<file path="src/rtl/lsu_if.sv">
// Memory-side bus of the load/store unit: one request strobe held until
// the memory returns a single-cycle ack with the raw read word.
interface lsu_if;
   logic        mem_req;
   logic        mem_we;
   logic [31:0] mem_addr;
   logic [31:0] mem_wdata;
   logic [3:0]  mem_be;
   logic        mem_ack;
   logic [31:0] mem_rdata;

   modport master (
      output mem_req, mem_we, mem_addr, mem_wdata, mem_be,
      input  mem_ack, mem_rdata
   );

   modport slave (
      input  mem_req, mem_we, mem_addr, mem_wdata, mem_be,
      output mem_ack, mem_rdata
   );
endinterface

</file>
<file path="src/rtl/lsu.sv">
// RV32I load/store unit: accepts one core request at a time, places store
// data on byte lanes, formats load data and bounds memory waits with a timeout.
module lsu #(
   parameter int TIMEOUT_CYCLES = 15
) (
   input  logic        clk,
   input  logic        rst,
   input  logic        req_valid,
   output logic        req_ready,
   input  logic        req_we,
   input  logic [2:0]  funct3,
   input  logic [31:0] addr,
   input  logic [31:0] wdata,
   output logic        rsp_valid,
   output logic [31:0] rdata,
   output logic        misalign,
   output logic        fault,
   lsu_if.master       bus
);

   localparam int CNT_W = $clog2(TIMEOUT_CYCLES + 1);

   typedef enum logic [1:0] {
      IDLE,
      ACCESS,
      RESP
   } state_t;

   state_t             state;
   state_t             next_state;

   logic               we_q;
   logic [2:0]         funct3_q;
   logic [31:0]        addr_q;
   logic [31:0]        wdata_q;
   logic [31:0]        rdata_q;
   logic               misalign_q;
   logic               fault_q;
   logic [CNT_W-1:0]   wait_cnt;

   logic               req_illegal;
   logic               req_unaligned;
   logic               req_bad;
   logic               timeout;
   logic [31:0]        lane_shifted;
   logic [15:0]        half_sel;
   logic [31:0]        load_data;
   logic [3:0]         store_be;
   logic [31:0]        store_data;

   // Bad requests never reach memory; they are answered straight from IDLE.
   always_comb begin
      if (req_we) begin
         req_illegal = (funct3 >= 3'b011);
      end else begin
         req_illegal = (funct3 == 3'b011) || (funct3 == 3'b110) || (funct3 == 3'b111);
      end
      req_unaligned = ((funct3[1:0] == 2'b01) && addr[0])
                   || ((funct3[1:0] == 2'b10) && (addr[1:0] != 2'b00));
      req_bad = req_illegal || req_unaligned;
   end

   assign timeout = (wait_cnt == CNT_W'(TIMEOUT_CYCLES - 1));

   always_comb begin
      lane_shifted = bus.mem_rdata >> {addr_q[1:0], 3'b000};
      half_sel     = addr_q[1] ? bus.mem_rdata[31:16] : bus.mem_rdata[15:0];
      case (funct3_q)
         3'b000:  load_data = {{24{lane_shifted[7]}}, lane_shifted[7:0]};
         3'b001:  load_data = {{16{half_sel[15]}}, half_sel};
         3'b100:  load_data = {24'h000000, lane_shifted[7:0]};
         3'b101:  load_data = {16'h0000, half_sel};
         default: load_data = bus.mem_rdata;
      endcase
   end

   // Narrow stores replicate their data so every enabled lane sees it.
   always_comb begin
      case (funct3_q[1:0])
         2'b00: begin
            store_be   = 4'b0001 << addr_q[1:0];
            store_data = {4{wdata_q[7:0]}};
         end
         2'b01: begin
            store_be   = addr_q[1] ? 4'b1100 : 4'b0011;
            store_data = {2{wdata_q[15:0]}};
         end
         default: begin
            store_be   = 4'b1111;
            store_data = wdata_q;
         end
      endcase
   end

   always_ff @(posedge clk or negedge rst) begin
      if (!rst) begin
         state <= IDLE;
      end else begin
         state <= next_state;
      end
   end

   always_comb begin
      next_state = state;
      case (state)
         IDLE:    if (req_valid) next_state = req_bad ? RESP : ACCESS;
         ACCESS:  if (bus.mem_ack || timeout) next_state = RESP;
         RESP:    next_state = IDLE;
         default: next_state = IDLE;
      endcase
   end

   // Request capture, wait counting and response registers; ack takes
   // priority over a timeout landing in the same cycle.
   always_ff @(posedge clk or negedge rst) begin
      if (!rst) begin
         we_q       <= 1'b0;
         funct3_q   <= 3'b000;
         addr_q     <= 32'h0;
         wdata_q    <= 32'h0;
         rdata_q    <= 32'h0;
         misalign_q <= 1'b0;
         fault_q    <= 1'b0;
         wait_cnt   <= '0;
      end else begin
         case (state)
            IDLE: begin
               if (req_valid) begin
                  we_q       <= req_we;
                  funct3_q   <= funct3;
                  addr_q     <= addr;
                  wdata_q    <= wdata;
                  misalign_q <= req_bad;
                  fault_q    <= 1'b0;
                  rdata_q    <= 32'h0;
                  wait_cnt   <= '0;
               end
            end
            ACCESS: begin
               if (bus.mem_ack) begin
                  if (!we_q) rdata_q <= load_data;
               end else if (timeout) begin
                  fault_q <= 1'b1;
               end else begin
                  wait_cnt <= wait_cnt + CNT_W'(1);
               end
            end
            default: begin
            end
         endcase
      end
   end

   always_comb begin
      req_ready     = (state == IDLE);
      rsp_valid     = (state == RESP);
      misalign      = (state == RESP) && misalign_q;
      fault         = (state == RESP) && fault_q;
      rdata         = (state == RESP) ? rdata_q : 32'h0;
      bus.mem_req   = (state == ACCESS);
      bus.mem_we    = (state == ACCESS) && we_q;
      bus.mem_be    = ((state == ACCESS) && we_q) ? store_be : 4'b0000;
      bus.mem_addr  = {addr_q[31:2], 2'b00};
      bus.mem_wdata = store_data;
   end

endmodule

</file>
<file path="src/flat_wrapper.sv">
// flat-port wrapper written by rule: the top's interface ports become plain ports
module lsu_flat 
#(
   parameter int TIMEOUT_CYCLES = 15
)
  (clk, rst, req_valid, req_ready, req_we, funct3, addr, wdata, rsp_valid, rdata, misalign, fault, bus_mem_req, bus_mem_we, bus_mem_addr, bus_mem_wdata, bus_mem_be, bus_mem_ack, bus_mem_rdata);
  lsu_if bus_i ();
  input  logic clk;
  input  logic rst;
  input  logic req_valid;
  output logic req_ready;
  input  logic req_we;
  input  logic [2:0] funct3;
  input  logic [31:0] addr;
  input  logic [31:0] wdata;
  output logic rsp_valid;
  output logic [31:0] rdata;
  output logic misalign;
  output logic fault;
  output wire logic [$bits(bus_i.mem_req)-1:0] bus_mem_req;
  output wire logic [$bits(bus_i.mem_we)-1:0] bus_mem_we;
  output wire logic [$bits(bus_i.mem_addr)-1:0] bus_mem_addr;
  output wire logic [$bits(bus_i.mem_wdata)-1:0] bus_mem_wdata;
  output wire logic [$bits(bus_i.mem_be)-1:0] bus_mem_be;
  input wire logic [$bits(bus_i.mem_ack)-1:0] bus_mem_ack;
  input wire logic [$bits(bus_i.mem_rdata)-1:0] bus_mem_rdata;
  assign bus_mem_req = bus_i.mem_req;
  assign bus_mem_we = bus_i.mem_we;
  assign bus_mem_addr = bus_i.mem_addr;
  assign bus_mem_wdata = bus_i.mem_wdata;
  assign bus_mem_be = bus_i.mem_be;
  assign bus_i.mem_ack = bus_mem_ack;
  assign bus_i.mem_rdata = bus_mem_rdata;
  lsu #(.TIMEOUT_CYCLES(TIMEOUT_CYCLES)) u_core (.clk(clk), .rst(rst), .req_valid(req_valid), .req_ready(req_ready), .req_we(req_we), .funct3(funct3), .addr(addr), .wdata(wdata), .rsp_valid(rsp_valid), .rdata(rdata), .misalign(misalign), .fault(fault), .bus(bus_i));
endmodule
</file>
<file path="config.mk">
export PLATFORM = sky130hd
export DESIGN_NAME = lsu_flat
export DESIGN_NICKNAME = d
export VERILOG_FILES = /design/src/rtl/lsu_if.sv /design/src/rtl/lsu.sv /design/src/flat_wrapper.sv
export SDC_FILE = /design/constraint.sdc
export NUM_CORES = 1
export LEC_CHECK = 0
export ABC_CLOCK_PERIOD_IN_PS = 1770
export CELL_PAD_IN_SITES_DETAIL_PLACEMENT = 1
export CELL_PAD_IN_SITES_GLOBAL_PLACEMENT = 1
export CORE_AREA = 4 4 140 142
export DETAILED_ROUTE_END_ITERATION = 8
export DIE_AREA = 0 0 144 146
export PLACE_DENSITY_LB_ADDON = 0.3
export SYNTH_ARGS = -nofsm -noshare
export SYNTH_HDL_FRONTEND = slang
export SYNTH_SLANG_ARGS = --single-unit
</file>
<file path="constraint.sdc">
create_clock -name clk -period 1.77 [get_ports clk]
set_clock_uncertainty 0.2 [all_clocks]
set_input_delay 0.354 -clock clk [delete_from_list [all_inputs] [get_ports clk]]
set_output_delay 0.354 -clock clk [all_outputs]
set_load 0.03 [all_outputs]
</file>
Word level (Yosys, flattened, before mapping)
Index checks and enable logic that the tools add are counted.
Widths: inputs -> output; s select.
- divide/modulo/power cells: 0
- add/subtract/negate cells: 1
- reductions and logical operators: 20
- multiply operators: 0
- $lt $le $gt $ge: 1
- shift-type cells: 2
- equality and inequality tests: 19
- bitwise operators: 0
- mux-type cells: 24
- operators with widths (cell ; count):
    $mux 32 ; 4
    $pmux 32 s2 ; 2
    $pmux 32 s4 ; 1
    $shr 32x5->8 ; 1
    $mux 4 ; 5
    $mux 16 ; 1
    $pmux 4 s2 ; 2
    $eq 3x3->1 const B ; 4
    $reduce_and 4->1 ; 3
    $ne 2x2->1 const B ; 4
    $eq 2x1->1 const B ; 3
    $mux 2 ; 3
    $ne 2x1->1 const B ; 3
    $logic_and 1x1->1 ; 5
    $logic_or 1x1->1 ; 5
    $add 4x1->4 const B ; 1
    $eq 2x2->1 const B ; 2
    $eq 4x4->1 const B ; 1
    $logic_not 2->1 ; 2
    $mux 1 ; 4
    $pmux 2 s2 ; 1
    $reduce_and 2->1 ; 2
    $reduce_bool 2->1 ; 2
    $shl 1x2->4 const A ; 1
    5 further kinds ; 5
- bits of input ports: 104
- memories: 0
- bits in read-only memories: 0
- bits in latches: 0
- logic and storage cells: 76
- output and inout bits: 106
- bits in writable memories: 0
- bits in registers: 108

Longest topological paths before layout
Gate-level depths: netlist (run 1).
- depth after elaboration: 8
- depth in mapped cells: 6
- mapped depth without buffers: 6

Worst setup path after synthesis (run 1)
OpenSTA, ideal clock, no wires.
- kind: flip-flop to output port
- from: register u_core.funct3_q[0]
- to: output port bus_mem_wdata[24]
- path slack: -0.525 ns
- data arrival time: 1.741 ns
- required time: 1.216 ns
- stages on the path, launching flop included: 5
- cells stage by stage: dfrtp_1 -> clkbuf_1 -> clkbuf_1 -> mux2i_1 -> o21ai_0
- word-level cells in the longest chain between the ends: 2
- ends and longest elaborated chain (element ; RTL line ; text):
    start: declaration ; lsu.sv:33 ; logic [2:0] funct3_q;
    start signal: assignment ; lsu.sv:130 ; funct3_q <= funct3;
    $eq 2x1->1 / $logic_not 2->1 (equally long branches) ; lsu.sv:79 ; case (funct3_q[1:0])
    $pmux 32 s2 (*) ; lsu.sv:79 ;
    end: declaration ; flat_wrapper.sv:23 ; output wire logic [$bits(bus_i.mem_wdata)-1:0] bus_mem_wdata;
Every way passes the cells marked *; elsewhere a longest branch is shown, timed or not.

Worst setup path in the final report (run 1)
- from: register u_core.state[1]
- to: output port fault
- word-level cells in the longest chain between the ends: 2
- ends and longest elaborated chain (element ; RTL line ; text):
    start: declaration ; lsu.sv:29 ; state_t state;
    start signal: assignment ; lsu.sv:99 ; state <= next_state;
    $eq 2x2->1 ; lsu.sv:158 ; fault = (state == RESP) && fault_q;
    $logic_and 1x1->1 ; lsu.sv:158 ;
    end: declaration ; flat_wrapper.sv:19 ; output logic fault;
Every way passes these cells.

==> impl_metrics.ini, run 1 <==
[cells_and_area]
layout.nets = 839
utilization = 0.5389
finalNonFillerCells = 971
syn2layout_area_growth_pct = 82.69
drive_above_1_share = 0.5047
diodes = 0

[floorplan]
die_w_um = 144
placeableCoreArea_sq_um = 18460
die_area_sq_um = 21020
fp.dieH_um = 146
start_util = 0.2950
boundaryPins = 210
fp-row-count = 50

[logic_synthesis]
synth_common_cells = dfrtp_1 (108), mux2_2 (82), buf_4 (41)
yosys.area.top_type = dfrtp_1
avgSynthCellArea_sq_um = 11.53
synth_cells = 472
synth_area_sq_um = 5444
yosysMostFrequentCell = dfrtp_1
seq_area_frac_synth = 0.4964
synth_top_flop_cell = dfrtp_1
synth_edf_count = 0
async_flop_share = 1.000
yosysTopAreaCellShare = 0.4964
yosys_warnings = 0
ys_types = 38
synth.area.top_cells = dfrtp_1 (50%), mux2_2 (17%), buf_4 (5.7%)
ys_ff_latch = 108

[worst_setup_path]
crit_chain = buf_6 > nor2b_4 > buf_6 > buf_16 > and2_1 > buf_6
crit_type = reg -> out
cp-end-kind = output pin
path_buf_inv = 4
cp.arrival_ns = 1.59
critPathMaxStageDelay_ns = 0.41
crit_fanout = 9
startpoint_type = flop
cpMostUsedCell = buf_6
required_ns = 1.22
path_delay_family = buffers and inverters
crit_slowest_cell = dfrtp_1
r2r_setup_slack_ns = -0.32

[timing]
setup_viol = 165
rsz0062_at_grt = yes
fmax_mhz = 465.9
slew_violations = 0
setup_tns_ns = -44.28
finalHoldViolCount = 0
finalCritPeriodShare = 1.213
worst_slack_ns = -0.3766
min_period_ns = 2.147

[route]
ant_nets = 0
first_pass_iters = 6
vias = 4852
finalWirelength_mm = 21.20
avgRoutedWirePerCell_um = 21.84
drcViolationCount = 0
dr.first_iter.drc_count = 176
viasPerCell = 4.997

[place]
placed_cells = 911
dp_hpwl_mm = 13.65
port_buffers = 207
dp_worst_setup_slack_ns = -0.6533
gp_congestion = 0.8087

[global_route]
overflow = 0
grt_pass1_vias = 5268
grt_max_degree = 61
grtUsageTotal = 0.1818
grt_antenna_before_repair = 0
grt_pass1_wl_mm = 30.04

[power]
p_int_mw = 7.890
ir_drop_mv = 0.7173
seqPwrFrac = 0.277
cellLeakagePower_nw = 4.601
p_comb_frac = 0.516
p_switching_mw = 4.386
pwr-share-clk = 0.207
power.density_nw_per_um2 = 1234
power.share.switching = 0.3573

[cts]
cts-root-buf = clkbuf_16
clock_latency_ns = 0.35
clk_pin_slew_ns = 0.07
cts_tree = built
cts_buffer_depth = 2
numCtsBuffers = 9
htree_num_levels = 3
cts_sinks = 108

[min_path]
min-delay-path-class = in -> async

[outcome]
status = finished, violations left
violations = setup timing

[job]
drv_cap = 0
-- flip-flops by register name (all words and copies together), names as in the netlist --
name,flops
u_core.addr_q,32
u_core.we_q,1
u_core.fault_q,1
u_core.state,2
u_core.misalign_q,1
u_core.funct3_q,3
u_core.rdata_q,32
u_core.wdata_q,32
u_core.wait_cnt,4
-- layout by cell type (no fill, tap or decap), types with 7 or more instances in the layout --
cell	n
clkdlybuf4s50_1	102
mux2_4	36
nand2_1	25
a221o_1	17
and2_4	33
o22ai_1	8
o21ai_2	7
o21ai_1	8
o21ai_0	14
nor2_4	9
nand3_1	9
clkbuf_16	18
mux2_2	46
buf_12	26
buf_6	71
mux2i_1	14
buf_4	60
dlymetal6s2s_1	24
dfrtp_1	106
-- routing by layer --
layer  routed length [um]  global-route usage
met5                    0                   0
met4                  568             0.06638
met3                 1524             0.05619
met2                10800              0.3087
met1                 8315              0.2144
-- kinds of logic after synthesis --
family	count (synthesis)	synth area share
flops	108	0.4964
fa+ha+maj	2	0.004596
mux	101	0.2068
simple gates	101	0.09860
compound gates	85	0.1094
other cells	1	0.0006888
buf+inv	74	0.08343
-- area by class of cell --
| cell class | instances | area (sq um) |
|---|---|---|
| multi-input combinational | 291 | 2865 |
| clock buffer | 11 | 252.7 |
| tap | 234 | 292.8 |
| fill | 1813 | 8509 |
| inverter | 8 | 36.28 |
| clock inverter | 4 | 120.1 |
| timing repair buffer | 315 | 3674 |
| sequential | 108 | 2705 |
-- power by group through the flow --
stage	registers, mW	logic [mW]	clock network [mW]
floorplan	3.30	3.13	0
global placement	3.34	4.87	0
detailed placement	3.39	4.97	0
CTS	3.37	5.66	2.60
global route	3.47	6.66	2.72
finish	3.40	6.34	2.54
-- stage by stage --
stage	hold WS [ns]	area [sq um]	power, mW
detailed placement	-0.01938	8095	8.360
CTS	0.1467	9215	11.63
finish	0.1625	9946	12.28
floorplan	-0.1416	5604	6.432
global placement	-0.01976	8095	8.220
global route	0.1552	9946	12.84
-- final timing paths --
| check | start | endpoint | cells after the start |
|---|---|---|---|
| min in group clk | u_core.rdata_q[11] | u_core.rdata_q[11] | 2 |
| min reg2reg | u_core.rdata_q[11] | u_core.rdata_q[11] | 2 |
| min | rst | u_core.rdata_q[0] | 2 |
| max in group asynchronous | rst | u_core.funct3_q[0] | 3 |
| max reg2reg | u_core.state[1] | u_core.rdata_q[25] | 7 |
| max | u_core.state[1] | fault | 6 |
-- worst reg2reg max path, cell delays in order, from the launching register on --
cell and delay [ns]:
dfrtp_1 0.41, buf_6 0.13, buf_6 0.14, nor3b_4 0.23
buf_6 0.20, a31oi_4 0.07, bufbuf_16 0.29, a221o_1 0.31
-- what timing repair did --
item,4_1_cts,5_1_grt
hold endpoints to repair,108,0
hold buffers,1,0
gates cloned,5,10
pin swaps,15,29
buffers inserted,18,14
endpoints found under the setup margin,198,197
resized for setup,244,126
Power figures use the tool's default switching activity.
==> run 2, diff against run 1 <==
ABC_CLOCK_PERIOD_IN_PS = 2450   (was 1770)
CORE_AREA = 4 4 132 134   (was 4 4 140 142)
DIE_AREA = 0 0 136 138   (was 0 0 144 146)
MAX_ROUTING_LAYER = met4   (was unset)
clock period = 2.45 ns   (was 1.77 ns; I/O delays follow)
==> impl_metrics.ini, run 2 (synthesis gave the netlist of run 1 again) <==
[worst_setup_path]
crit_chain = and2b_2 > nand2_1 > a21oi_1 > buf_12
crit_type = reg -> out
worst-path-stages = 4
critPathMaxStageDelay_ns = 0.39
r2r_setup_slack_ns = 0.26
r2r-start = u_core.state[1]
r2r_cells = 4
required_ns = 1.76
startpoint_type = flop
cp.arrival_ns = 1.71
rr_endpoint = u_core.rdata_q[28]
cp-end-kind = output pin
crit_slowest_cell = dfrtp_1
path_buf_inv = 1
crit_fanout = 5
path_delay_family = simple AND/OR/NAND/NOR gates

[cts]
post_cts.repair.setup_buffers = 0
cts_sinks = 108
numCtsBuffers = 9
clock_latency_ns = 0.35
cts-root-buf = clkbuf_16
clk_pin_slew_ns = 0.08
cts_buffer_depth = 2
cts_tree = built
htree_num_levels = 3

[timing]
rsz0062_at_grt = yes
setup_viol = 0
finalHoldViolCount = 0
worst_slew_pin_slew_ns = 1.075
min_period_ns = 2.397
fmax_mhz = 417.2
whs_ns = 0.2741
finalCritPeriodShare = 0.9783
slew_violations = 0
slew_headroom = 0.2806

[floorplan]
fp-row-count = 47
boundaryPins = 210
die_w_um = 136
die_area_sq_um = 18770
start_util = 0.3342
fp.dieH_um = 138
placeableCoreArea_sq_um = 16290

[route]
ant_nets = 0
drcViolationCount = 0
finalWirelength_mm = 17.32
first_pass_iters = 4
viasPerCell = 4.979
dr.first_iter.drc_count = 160
vias = 4357
avgRoutedWirePerCell_um = 19.79

[cells_and_area]
layout_common_cells = clkdlybuf4s50_1 (140), dfrtp_1 (107), mux2_2 (81)
diodes = 0
syn2layout_area_growth_pct = 45.00
drive_above_1_share = 0.2962
layout.nets = 756
final_common_cell = clkdlybuf4s50_1
reg.largest.list = u_core.addr_q: 32 flops, u_core.rdata_q: 32 flops, u_core.wdata_q: 32 flops

[global_route]
grt_pass1_vias = 4892
grt_max_degree = 63
overflow = 0
grt_pass1_wl_mm = 27.38
grtUsageTotal = 0.1900
grt_antenna_before_repair = 0

[place]
dp_hpwl_mm = 13.34
port_buffers = 207
gp_congestion = 0.8900

[power]
power.density_nw_per_um2 = 897.1
cellLeakagePower_nw = 3.414
ir_drop_mv = 0.5299
fin_total_pwr_mw = 7.082

[min_path]
min-delay-path-class = reg -> reg
holdPathEnd = u_core.rdata_q[9]
hold_depth = 2
hp-start = u_core.rdata_q[9]

[outcome]
status = complete, no violations

[job]
drv_cap = 0
## run 2: changes by cell type in the layout (fill, tap and decap cells not counted), sizes merged, moves of 11 or more
| cell | previous run | this run |
|---|---|---|
| buf | 168 | 81 |
| dlymetal6s2s | 24 | 1 |
| clkbuf | 20 | 9 |
| clkdlybuf4s50 | 102 | 140 |
## run 2: worst max-delay path by stage
stage	startpoint	slack (ns)	end
6_report	u_core.state[1]	0.05	bus_mem_be[3]
5_1_grt	u_core.state[1]	-0.04	bus_mem_be[3]
4_1_cts	u_core.funct3_q[1]	0.004	bus_mem_wdata[8]
3_5_place_dp	bus_mem_ack	-0.05	u_core.rdata_q[28]
3_3_place_gp	bus_mem_ack	0.04	u_core.rdata_q[28]
2_1_floorplan	u_core.funct3_q[0]	0.02	bus_mem_wdata[24]
## run 2: power by group
part | switching [mW] | internal, mW | total [mW]
registers | 0.274 | 2.17 | 2.44
logic | 1.73 | 1.39 | 3.11
clock network | 0.713 | 0.812 | 1.53
## run 2: worst min-delay path: stages, from the launching register on
cell and delay [ns]:
dfrtp_1 0.34, nand2_1 0.04, o21ai_0 0.06
## run 2: what timing repair did
item                       in CTS  in global routing
setup endpoints to repair      15                 53
pin swaps                       0                  1
resized for setup              30                 20
hold endpoints to repair       31                  0
hold buffers                    1                  0
## run 2: routing by layer
layer	share of wire	global-route usage	vias up
met5	0	-	-
met4	0.017	0.05358	0
met2	0.48	0.2991	167
li1	-	-	2012
met1	0.42	0.2330	2155
met3	0.084	0.06432	23
## run 2: through the flow
stage          cells  setup WS [ns]  utilization  TNS [ns]  instance area (sq um)
2_1_floorplan    473        0.01935            -         0                   5448
3_3_place_gp     858        0.04429       0.4639         0                   7557
3_5_place_dp     858       -0.05452       0.4639   -0.4522                   7557
4_1_cts          875       0.004480       0.4847         0                   7895
5_1_grt          875       -0.04093       0.4846  -0.07720                   7894
6_report         875        0.05312       0.4846         0                   7894
## run 2: layout make-up
cell class                 instances  area [sq um]
tap                              220         275.3
clock buffer                       9         225.2
inverter                           8         30.03
multi-input combinational        291          2316
fill                            1742          8396
clock inverter                     7         85.08
sequential                       108          2704
timing repair buffer             232          2258
